<file path="src/rtl/iact_glb_read_arbiter_pkg.sv">
// rtl/iact_glb_read_arbiter_pkg.sv - shared state encoding and width helpers for the iact GLB read arbiter
package iact_arb_pkg;

  typedef logic [0:0] arb_state_t;

  localparam arb_state_t IDLE  = 1'b0;
  localparam arb_state_t ISSUE = 1'b1;

  function automatic int ptr_width(input int num_req);
    return (num_req > 1) ? $clog2(num_req) : 1;
  endfunction

  function automatic int beat_width(input int burst_len);
    return $clog2(burst_len + 1);
  endfunction

endpackage

</file>
<file path="src/rtl/iact_glb_read_arbiter_rr_pick.sv">
// rtl/iact_glb_read_arbiter_rr_pick.sv - combinational round-robin pick starting after ptr
module rr_pick #(
  parameter int NUM_REQ = 3,
  parameter int PTR_W   = 2
) (
  input  logic [NUM_REQ-1:0] req,
  input  logic [PTR_W-1:0]   ptr,
  output logic [NUM_REQ-1:0] pick,
  output logic [PTR_W-1:0]   pick_idx
);

  // Walk farthest-first so the nearest set bit after ptr is the last to write.
  always_comb begin
    pick     = '0;
    pick_idx = '0;
    for (int i = NUM_REQ; i >= 1; i--) begin
      if (req[(int'(ptr) + i) % NUM_REQ]) begin
        pick     = NUM_REQ'(1) << ((int'(ptr) + i) % NUM_REQ);
        pick_idx = PTR_W'((int'(ptr) + i) % NUM_REQ);
      end
    end
  end

endmodule

</file>
<file path="src/rtl/iact_glb_read_arbiter.sv">
// rtl/iact_glb_read_arbiter.sv - round-robin burst arbiter sharing one GLB iact read port among NUM_REQ routers
module iact_glb_read_arbiter
  import iact_arb_pkg::*;
#(
  parameter int DATA_BITWIDTH     = 16,
  parameter int ADDR_BITWIDTH_GLB = 10,
  parameter int NUM_REQ           = 3,
  parameter int BURST_LEN         = 5,
  parameter int GLB_LATENCY       = 1
) (
  input  logic                                 clk,
  input  logic                                 reset,
  input  logic [NUM_REQ-1:0]                   req_i,
  input  logic [NUM_REQ*ADDR_BITWIDTH_GLB-1:0] addr_i,
  output logic [NUM_REQ-1:0]                   gnt_o,
  output logic                                 glb_req_o,
  output logic [ADDR_BITWIDTH_GLB-1:0]         glb_addr_o,
  input  logic signed [DATA_BITWIDTH-1:0]      glb_data_i,
  output logic signed [DATA_BITWIDTH-1:0]      resp_data_o,
  output logic [NUM_REQ-1:0]                   resp_valid_o,
  output logic                                 busy_o
);

  localparam int PW = ptr_width(NUM_REQ);
  localparam int BW = beat_width(BURST_LEN);

  arb_state_t          state;
  logic [PW-1:0]       ptr;
  logic [BW-1:0]       beat_cnt;
  logic [NUM_REQ-1:0]  pick;
  logic [PW-1:0]       pick_idx;
  logic                last_beat;
  logic [GLB_LATENCY-1:0] pipe_vld;
  logic [PW-1:0]       pipe_id [GLB_LATENCY];

  rr_pick #(
    .NUM_REQ (NUM_REQ),
    .PTR_W   (PW)
  ) u_rr_pick (
    .req      (req_i),
    .ptr      (ptr),
    .pick     (pick),
    .pick_idx (pick_idx)
  );

  // ptr holds the granted index for the whole burst, so it doubles as the mux select.
  always_comb begin
    glb_req_o  = 1'b0;
    glb_addr_o = '0;
    if (state == ISSUE) begin
      glb_req_o  = req_i[ptr];
      glb_addr_o = addr_i[int'(ptr)*ADDR_BITWIDTH_GLB +: ADDR_BITWIDTH_GLB];
    end
  end

  assign last_beat = (beat_cnt == BW'(BURST_LEN - 1));

  always_ff @(posedge clk or posedge reset) begin
    if (reset) begin
      state    <= IDLE;
      ptr      <= PW'(NUM_REQ - 1);
      beat_cnt <= '0;
      gnt_o    <= '0;
    end else begin
      case (state)
        IDLE: begin
          if (|req_i) begin
            gnt_o    <= pick;
            ptr      <= pick_idx;
            beat_cnt <= '0;
            state    <= ISSUE;
          end
        end
        default: begin
          if (glb_req_o) begin
            beat_cnt <= beat_cnt + BW'(1);
          end
          if (!glb_req_o || last_beat) begin
            gnt_o <= '0;
            state <= IDLE;
          end
        end
      endcase
    end
  end

  // Tag each issued read with its requester so the data can be steered on return.
  always_ff @(posedge clk or posedge reset) begin
    if (reset) begin
      pipe_vld <= '0;
      for (int i = 0; i < GLB_LATENCY; i++) begin
        pipe_id[i] <= '0;
      end
    end else begin
      pipe_vld[0] <= glb_req_o;
      pipe_id[0]  <= ptr;
      for (int i = 1; i < GLB_LATENCY; i++) begin
        pipe_vld[i] <= pipe_vld[i-1];
        pipe_id[i]  <= pipe_id[i-1];
      end
    end
  end

  always_comb begin
    resp_valid_o = '0;
    if (pipe_vld[GLB_LATENCY-1]) begin
      resp_valid_o[pipe_id[GLB_LATENCY-1]] = 1'b1;
    end
  end

  assign resp_data_o = glb_data_i;
  assign busy_o      = (state == ISSUE) || (|pipe_vld);

endmodule

</file>
<file path="config.mk">
export PLATFORM = sky130hd
export DESIGN_NAME = iact_glb_read_arbiter
export DESIGN_NICKNAME = d
export VERILOG_FILES = /design/src/rtl/iact_glb_read_arbiter_pkg.sv /design/src/rtl/iact_glb_read_arbiter_rr_pick.sv /design/src/rtl/iact_glb_read_arbiter.sv
export SDC_FILE = /design/constraint.sdc
export NUM_CORES = 1
export LEC_CHECK = 0
export BUFFER_PORTS_ARGS = -buffer_cell sky130_fd_sc_hd__buf_2
export CAP_MARGIN = 10
export CORE_UTILIZATION = 45
export DETAILED_ROUTE_END_ITERATION = 16
export PLACE_DENSITY = 0.86
export SYNTH_ARGS = -nofsm -noshare
export SYNTH_HDL_FRONTEND = slang
export SYNTH_SLANG_ARGS = --single-unit
</file>
<file path="constraint.sdc">
create_clock -name clk -period 3.3 [get_ports clk]
set_input_delay 0.495 -clock clk [delete_from_list [all_inputs] [get_ports clk]]
set_output_delay 0.495 -clock clk [all_outputs]
set_load 0.02 [all_outputs]
</file>
==> qor.txt <==
global route overflow - 0
Async SR Flop Fraction - 100.0%
total number of vias - 1140
Slew headroom - 70.79%
post-cts gate resize count - 0
Setup TNS Final - 0 ns
number of synthesized flops with an enable pin - 0
WL/cell - 12.85 um
fill count - 255
WS Path Type - reg -> out
Hold/Removal Path Class - in -> async
placed cells - 213
switching pwr - 0.0005962 W
worst-path fanout max - 17
Sw Share - 49.68%
Gate power share - 67.0%
Final Power - 0.001200 W
WL final - 2788 um
first-pass GRT wire length - 4119 um
share of cells above drive strength 1 - 34.22%
Overall Global Routing Usage - 19.08%
DRC viols - 0
Ys Warns - 0
dominant cell type by area after synthesis - dfrtp_1
Vias/cell - 5.253
TritonRoute pass-1 iters - 4
CP arrival - 1.91 ns
die width - 54.78 um
nets@finish - 245
Slew @ Worst Pin - 0.4376 ns
CP required - 2.80 ns
Critical Path Start Type - flop
internal power - 0.0006039 W
R2R setup slack - 1.17 ns
CTS root buf - clkbuf_4
total CTS buffers - 3
clk sinks - 12
initial core utilization - 49.26%
Initial DRC Count - 3
Post CTS Setup Buffer Count - 0
ANT cells - 0
Yosys reg bits - 12
clock skew - 0.001768 ns
Mapped Area - 0.001254 mm^2
post-synth top area share - 21.96%
row count - 18
pre-CTS WS - 1.195 ns
initial antenna violation count - 0
Max-Cap Viols - 0
number of global-route vias before repair - 964
final cell count without fillers - 217
Net Count, Synth - 212
Core Region - 0.002545 mm^2
clock-pin slew on the worst setup and hold paths - 0.08 ns
area delta synth->final - 13.07%
Detail Route Antenna Nets - 0
CTS Hold Buffers Added - 0
clk_lat worst skew - 0.28 ns
Port-buffer cells - 52
Clock Power Share - 10.0%
main area contributors after synthesis - dfrtp_1, mux2i_1, buf_4
Critical Path End Type - primary output
post-synthesis sequential area ratio - 24.05%
mean post-synth cell area - 8.088 um^2
CTS max path bufs - 2
CTS tree - yes
largest net degree at the start of global routing - 18
setup ws final - 0.8936 ns
Final GP Congestion - 0.8535
Static Leak - 0.7159 nW
VDD IR-drop max - 0.4999 mV
die area - 0.003001 mm^2
final setup violation count - 0
Post-Syn Instances - 155
fin crit period - 2.406 ns
RSZ-0062 raised after global routing - false
H-tree depth - 1
Final Hold Vio Count - 0
I/O pins - 85
die height - 54.78 um
Synth cell types - 38
ratio of final minimum period to clock period - 72.92%
Final Max Slew Viols - 0
P per Cell Area - 846.6 mW/mm^2
sequential fraction of design power - 23.0%
post-DP HPWL - 2162 um
Max Clk Rate - 415.6 MHz
Main synth FF type - dfrtp_1
outcome - finished, final reports clean
cells in the final DEF, fill, tap and decap left out, types with 2 or more instances in the layout:
cell type and count:
mux2i_1 15, a21oi_1 15, nor2b_1 10, o21ai_0 9, inv_1 9, clkbuf_4 3
and3b_1 2, nand3_1 4, buf_2 52, ha_1 6, a22o_1 3, dfrtp_1 11
o31ai_1 2, nor3_1 2, nand2b_1 2, nor2_1 14, nand3b_1 2, nand2_1 6
synthesized netlist by cell type (3+ instances only):
library cell	count
buf_4	17
a21oi_1	15
mux2i_1	15
nor2_1	14
dfrtp_1	11
nor2b_1	10
inv_1	9
o21ai_0	9
ha_1	6
nand2_1	6
buf_2	4
nand3_1	4
a22o_1	3
worst max-delay path, stage by stage (launching register included):
cell and delay [ns]:
dfstp_2 0.72, inv_1 0.15, nor2_2 0.34, a21oi_1 0.12, nor2b_1 0.12, buf_2 0.18
final cells by class:
type / instances / area [um^2] / share of cell area (%)
tap: 30 / 37.54 / 2.648
timing repair buffer: 53 / 267.8 / 18.89
multi-input combinational: 109 / 740.7 / 52.25
clock buffer: 4 / 36.28 / 2.560
inverter: 9 / 33.78 / 2.383
sequential: 12 / 301.5 / 21.27
path summary, 6_finish.rpt:
kind / from / end / cells after the start
min: reset / gnt_o[0] / 2
max in group asynchronous: reset / ptr[1] / 2
min reg2reg: gnt_o[0] / gnt_o[0] / 1
max reg2reg: ptr[1] / gnt_o[1] / 7
min in group clk: gnt_o[0] / gnt_o[0] / 1
max: ptr[1] / glb_addr_o[8] / 5
routing by layer:
layer	vias to the layer above	track usage [%]	share of wire [%]
met3	4	3.611	5.6
met5	-	0	0
met2	26	29.92	49
met4	0	7.692	0.75
li1	581	-	-
met1	529	25.33	45
through the flow:
step	area (um^2)	hold WS, ns	utilization (%)
after floorplan	1254	0.3590	-
after global placement	1381	0.4783	54.28
after detailed placement	1381	0.4725	54.28
after CTS	1418	0.2117	55.70
after global routing	1418	0.2332	55.70
final	1418	0.1962	55.70
logic make-up after synthesis:
| group | synth area share [%] |
|---|---|
| simple gates | 21.26 |
| flops | 24.05 |
| xor+xnor | 0.6987 |
| fa+ha+maj | 5.988 |
| compound gates | 19.16 |
| buf+inv | 16.87 |
| mux | 11.98 |
flip-flops by register name (all words and copies together) (netlist names):
register	flops
ptr	2
beat_cnt	3
state	1
pipe_vld	1
gnt_o	3
pipe_id	2
power by group through the flow:
stage          registers [W]  clock network (W)  logic (W)
6_report            0.000276           0.000120   0.000804
5_1_grt             0.000289           0.000130   0.000891
4_1_cts             0.000277           0.000124   0.000803
3_5_place_dp        0.000279                  0   0.000803
3_3_place_gp        0.000277                  0   0.000786
2_1_floorplan       0.000263                  0   0.000662
Note: power is estimated with default switching activity, not from simulation.
